### config.mk
export PLATFORM = sky130hd
export DESIGN_NAME = seq_bit_serializer
export DESIGN_NICKNAME = d
export VERILOG_FILES = /design/src/rtl/seq_bit_serializer.sv
export SDC_FILE = /design/constraint.sdc
export NUM_CORES = 1
export LEC_CHECK = 0
export ABC_AREA = 1
export BUFFER_PORTS_ARGS = -buffer_cell sky130_fd_sc_hd__buf_2
export CAP_MARGIN = 20
export CORE_MARGIN = 5
export CORE_UTILIZATION = 40
export DETAILED_ROUTE_END_ITERATION = 16
export GPL_TIMING_DRIVEN = 0
export MAX_ROUTING_LAYER = met4
export PLACE_DENSITY = 0.6
export SLEW_MARGIN = 0
export SYNTH_ARGS = -nofsm -noshare
export SYNTH_HDL_FRONTEND = slang
export SYNTH_SLANG_ARGS = --single-unit
### constraint.sdc
create_clock -name clk -period 3.43 [get_ports clk]
set_clock_uncertainty 0.2 [all_clocks]
set_input_delay 0.1715 -clock clk [delete_from_list [all_inputs] [get_ports clk]]
set_output_delay 0.1715 -clock clk [all_outputs]
set_load 0.03 [all_outputs]
### src/rtl/seq_bit_serializer.sv
// Parallel-to-serial front end: takes WIDTH-bit words over valid/ready and
// emits one bit per enabled clock on x, streaming back-to-back words without gaps.
module seq_bit_serializer #(
   parameter int WIDTH     = 8,
   parameter bit MSB_FIRST = 1'b1
) (
   input  logic             clk,
   input  logic             reset_n,
   input  logic [WIDTH-1:0] din,
   input  logic             din_valid,
   output logic             din_ready,
   input  logic             bit_en,
   output logic             x,
   output logic             x_valid,
   output logic             busy,
   output logic             frame_done,
   output logic             state_dbg
);

   localparam int CW = $clog2(WIDTH);
   localparam logic [CW-1:0] CNT_LAST = CW'(WIDTH - 1);

   localparam logic [0:0] S_IDLE  = 1'b0;
   localparam logic [0:0] S_SHIFT = 1'b1;

   logic [0:0]       state;
   logic [WIDTH-1:0] sr;
   logic [WIDTH-1:0] sr_shifted;
   logic [CW-1:0]    cnt;
   logic             last;
   logic             accept;

   // Handshake: a word moves on a rising edge where din_valid and din_ready are
   // both high. din_ready is high whenever idle, and also while the last bit of
   // the current word is being consumed, so the next word loads with no bubble.
   assign last       = (state == S_SHIFT) && (cnt == CNT_LAST);
   assign din_ready  = (state == S_IDLE) || (last && bit_en);
   assign accept     = din_valid && din_ready;

   assign busy       = (state == S_SHIFT);
   assign x_valid    = (state == S_SHIFT) && bit_en;
   assign frame_done = last && bit_en;
   assign state_dbg  = state[0];

   always_comb begin
      sr_shifted = '0;
      if (MSB_FIRST) sr_shifted = {sr[WIDTH-2:0], 1'b0};
      else           sr_shifted = {1'b0, sr[WIDTH-1:1]};
   end

   always_comb begin
      x = 1'b0;
      if (state == S_SHIFT) x = MSB_FIRST ? sr[WIDTH-1] : sr[0];
   end

   always_ff @(posedge clk or negedge reset_n) begin
      if (!reset_n) begin
         state <= S_IDLE;
         sr    <= '0;
         cnt   <= '0;
      end else begin
         case (state)
            S_IDLE: begin
               if (accept) begin
                  sr    <= din;
                  cnt   <= '0;
                  state <= S_SHIFT;
               end
            end
            S_SHIFT: begin
               if (bit_en) begin
                  if (last) begin
                     if (accept) begin
                        sr  <= din;
                        cnt <= '0;
                     end else begin
                        sr    <= '0;
                        cnt   <= '0;
                        state <= S_IDLE;
                     end
                  end else begin
                     sr  <= sr_shifted;
                     cnt <= cnt + CW'(1);
                  end
               end
            end
            default: begin
               state <= S_IDLE;
               sr    <= '0;
               cnt   <= '0;
            end
         endcase
      end
   end

endmodule

# Yosys cells after proc, flatten, opt, wreduce, memory -nomap -nowiden
# Cells that the tools add are included.
[totals]
regBits = 12
latch_bits = 0
ramBits = 0
romBits = 0
in_bits = 12
output_inout_bits = 6
word_cells = 28
memories = 0
[classes]
addsub = 1
multipliers = 0
div_mod_pow = 0
n_lt_le_gt_ge = 0
n_eq_ne = 3
n_shift = 0
mux = 14
bitwise = 1
reduce_logical = 6
[op_table]
columns = ["op", "n"]
rows = [
  ["8-bit 2-to-1 mux", 4],
  ["8-bit one-hot mux with 2 select lines", 1],
  ["3-bit 2-to-1 mux", 3],
  ["3-bit one-hot mux with 2 select lines", 1],
  ["1-bit logical AND", 4],
  ["1-bit 2-to-1 mux", 4],
  ["2-bit inequality test (second input constant)", 2],
  ["3-bit by 1-bit adder with 3-bit output (second input constant)", 1],
  ["3-bit equality test (second input constant)", 1],
  ["1-bit one-hot mux with 2 select lines", 1],
  ["2-bit AND reduction", 1],
  ["1-bit logical OR", 1],
  ["1-bit inverter", 1],
]

# Longest topological paths before layout
[depth]
depth_word = 9
mapped_depth = 7
mapped_depth_nobuf = 7

# Worst setup path before layout
# Ideal clock, no wire load.
[synth_path]
path_kind = "reg2reg"
start = "reg cnt[0]"
end = "reg sr[5]"
setup_time_ns = 0.120
t_arrival_ns = 1.237
t_required_ns = 3.110
slack_ns = 1.873
stages_incl_launch_ff = 7
path_buffers = 0
synth_period_minus_slack_ns = 1.557
cell_sequence = "dfrtp_1 -> ha_1 -> ha_1 -> nand3_1 -> nand2_2 -> nand3_1 -> a21oi_2"
[synth_via]
elab_chain_len = 9
elab_cells_between_ends = 11
cone_classes = "2 x eq/ne; 4 x mux; 5 x reduce/logical"
[synth_rtl]
columns = ["element", "line", "source"]
rows = [
  ["start, declared", "29", "logic [CW-1:0] cnt;"],
  ["start signal, assigned", "83", "cnt <= cnt + CW'(1);"],
  ["3-bit equality test *", "36", "assign last = (state == S_SHIFT) && (cnt == CNT_LAST);"],
  ["1-bit logical AND *", "36", ""],
  ["1-bit logical AND *", "37", "assign din_ready = (state == S_IDLE) || (last && bit_en);"],
  ["1-bit logical OR *", "37", ""],
  ["net din_ready", "11", "output logic din_ready,"],
  ["1-bit logical AND *", "38", "assign accept = din_valid && din_ready;"],
  ["8-bit 2-to-1 mux", "73", "if (accept) begin"],
  ["8-bit 2-to-1 mux", "72", "if (last) begin"],
  ["8-bit 2-to-1 mux", "71", "if (bit_en) begin"],
  ["8-bit one-hot mux with 2 select lines", "62", "case (state)"],
  ["end signal, assigned", "65", "sr <= din;"],
  ["end signal, assigned", "74", "sr <= din;"],
  ["end signal, assigned", "82", "sr <= sr_shifted;"],
  ["end, declared", "27", "logic [WIDTH-1:0] sr;"],
]
# The timed path passes the listed nets; every way through them passes the cells marked *. The select of a mux whose other input is x is not followed.
# A chain may end at the register's enable or synchronous reset.

# Worst setup path after layout
[layout_path]
start = "reg cnt[0]"
end = "reg sr[0]"
[layout_via]
elab_chain_len = 9
elab_cells_between_ends = 11
cone_classes = "2 x eq/ne; 4 x mux; 5 x reduce/logical"
[layout_rtl]
columns = ["element", "line"]
rows = [
  ["3-bit equality test *", "36"],
  ["1-bit logical AND *", "36"],
  ["1-bit logical AND", "37"],
  ["1-bit logical OR", "37"],
  ["1-bit logical AND", "38"],
  ["8-bit 2-to-1 mux", "73"],
  ["8-bit 2-to-1 mux", "72"],
  ["8-bit 2-to-1 mux", "71"],
  ["8-bit one-hot mux with 2 select lines", "62"],
]
# Mark *: on every way between the ends. The rest lies on a longest branch, timed or not. The select of a mux whose other input is x is not followed.

==> results.yml <==
outcome:
  status: "finished clean"
synthesis:
  postSynthCellCount: 84
  synth_flop_cell: "dfrtp_1"
  ys_top_cells_by_count: "nand3_1 (21), nand2_1 (14), dfrtp_1 (12), inv_1 (12), nor2_1 (7)"
  synth_top_area_share: 0.458
  netlist_area_um2: 656
  synth-seq-cells: 12
  synth.avg_cell_area_um2: 7.81
  synthSimpleGateAreaFrac: 0.309
  ys_top_cells_by_area: "dfrtp_1 (46%), nand3_1 (16%), nand2_1 (8.0%)"
  ys_warn_count: 0
  muxShareOfSynthArea: 0
  syn_nets: 98
  ys_seq_area_frac: 0.458
  yosys.area.top_type: "dfrtp_1"
  synth-compound-area-share: 0.0840
  synth_top_family_by_area: "simple AND/OR/NAND/NOR gates"
  synth_most_common_cell: "nand3_1"
  async_reset_ff_frac: 1.00
  synth_fa_ha_area_frac: 0.0382
  synth_cell_types: 15
  synth_enable_flop_cells: 0
  synth_xor_area_frac: 0
route:
  vias: 631
  via_per_inst: 4.78
  dr.pass1.iters: 4
  post_drt_wl_per_cell_um: 12.4
  initialDrtViolationCount: 16
  routed_wirelength_mm: 1.63
  ant_nets: 0
  drc: 0
critical_path:
  crit_fanout: 10
  rrSetupSlack_ns: 1.29
  crit_required_ns: 3.40
  crit_path_end_kind: "register"
  arrival_ns: 2.11
  start_kind: "register"
  worstSetupPathType: "reg -> reg"
global_route:
  grt-ovfl-total: 0
  grt_use_total: 0.144
  grt_pass1_vias: 624
  grt_max_degree: 13
  antenna_found_initial: 0
  grt_pass1_wl_mm: 2.75
finish:
  area_delta_synth_final_pct: 38.4
  drive_above_1_share: 0.250
  stdcell_count: 132
  antenna_cells: 0
  layout.nets: 131
placement:
  finalWeightedCongestion: 0.788
  place_inst: 117
  dp_hpwl_mm: 1.04
  pre_cts_ws_ns: 1.75
  io_buffers: 17
power_and_ir_drop:
  swShare: 0.380
  comb_power_share: 0.402
  p_leak_nw: 0.506
  p_seq_frac: 0.392
  pwr_density_cell_mw_per_mm2: 634
  total_switching_power_mw: 0.218
  irDropWorstVdd_mv: 0.317
  total_power_mw: 0.575
  internal_power_mw: 0.357
  p_clk_frac: 0.205
cts:
  cts_tree: "done"
  clock-sinks: 12
  htree_levels: 1
  cts_made_buffers: 3
  cts-root-buf: "clkbuf_4"
  insertion_delay_ns: 0.28
  clockBufferDepth: 2
  cts.repair.resized: 0
  clkSlewWorstSetupHoldPaths_ns: 0.09
timing:
  finalCriticalPeriod_ns: 2.14
  worst_hold_slack_ns: 0.0936
  slew-limit-headroom: 0.810
  finalHoldViolCount: 0
  setup_ws_ns: 1.29
  finalSetupViolations: 0
  rsz0062_at_grt: "no"
  fin_setup_tns_ns: 0
  fin_crit_sh: 0.624
  slew_viol_final: 0
  worstMarginPinSlew_ns: 0.286
  fmax_mhz: 467
run:
  cap_violations: 0
floorplanning:
  die_y_um: 50.5
  core-area_mm2: 0.00152
  die_area_mm2: 0.00255
  rows: 14
  initial_core_util: 0.430
  dieWidth_um: 50.5
  ioPinCount: 18
hold_path:
  hold_path_class: "in -> async"
==> final cells by class <==
type	instances	area, um2
fillers	146	617
clock buffers	4	36.3
multi-input cells	56	283
well taps	16	20.0
plain buffers	3	23.8
flip-flops and latches	12	300
inverters	13	48.8
repair buffers	28	195
==> flip-flops by register name, summed over array words and instances, names as in the netlist <==
signal,cells
cnt,3
sr,8
busy,1
==> critical path: stages (launching register included) <==
cell and delay [ns]:
dfrtp_1 0.41, ha_1 0.20, ha_1 0.22, nand3_1 0.11
nand2_2 0.15, nand3_1 0.12, dlygate4sd3_1 0.56, nand2_1 0.05
==> final timing paths <==
| check | from | end | cells past startpoint |
|---|---|---|---|
| max | cnt[0] | sr[0] | 7 |
| min in group clk | bit_en | cnt[2] | 4 |
| min | reset_n | sr[7] | 2 |
| min reg2reg | cnt[1] | cnt[1] | 2 |
| max reg2reg | cnt[0] | sr[0] | 7 |
| max in group asynchronous | reset_n | sr[0] | 2 |
==> metrics by stage <==
stage	cell area, um2	utilization
2_1_floorplan	656	-
3_3_place_gp	761	0.499
3_5_place_dp	761	0.499
4_1_cts	907	0.595
5_1_grt	907	0.595
6_report	907	0.595
==> repair_timing <==
item	CTS	global route
hold buffers	11	0
setup buffers	0	0
endpoints found under the hold margin	21	0
==> kinds of logic after synthesis <==
family | count (synthesis)
adders and majority gates | 2
AOI/OAI and AO/OA | 9
buffers and inverters | 16
and+or+nand+nor | 45
DFF | 12
==> power groups by stage <==
stage / sequential, mW / clock, mW / combinational, mW
detailed placement: 0.228 / 0 / 0.223
global placement: 0.227 / 0 / 0.219
finish: 0.226 / 0.118 / 0.231
CTS: 0.225 / 0.120 / 0.234
floorplan: 0.224 / 0 / 0.172
global route: 0.232 / 0.129 / 0.270
==> cells in the final DEF (no fill, tap or decap) <==
| master | synthesis | layout |
|---|---|---|
| nand2_2 | 3 | 3 |
| nor2_1 | 7 | 7 |
| clkinv_1 | 1 | 1 |
| ha_1 | 2 | 2 |
| a21oi_1 | 5 | 5 |
| clkbuf_8 | 0 | 1 |
| nand3_1 | 21 | 21 |
| dlygate4sd3_1 | 0 | 11 |
| o21ai_1 | 1 | 1 |
| buf_6 | 1 | 1 |
| o21a_1 | 1 | 1 |
| a21oi_2 | 2 | 2 |
| clkbuf_4 | 0 | 3 |
| inv_1 | 12 | 12 |
| dfrtp_1 | 12 | 12 |
| nand2_1 | 14 | 14 |
| buf_4 | 1 | 1 |
| buf_2 | 1 | 18 |
==> per-layer routing <==
| metal | share of wire | track usage |
|---|---|---|
| met1 | 0.48 | 0.191 |
| met2 | 0.47 | 0.211 |
| met3 | 0.045 | 0.0355 |
| met4 | 0.0061 | 0.0553 |
| met5 | 0 | - |
Note: power is estimated with default switching activity, not from simulation.
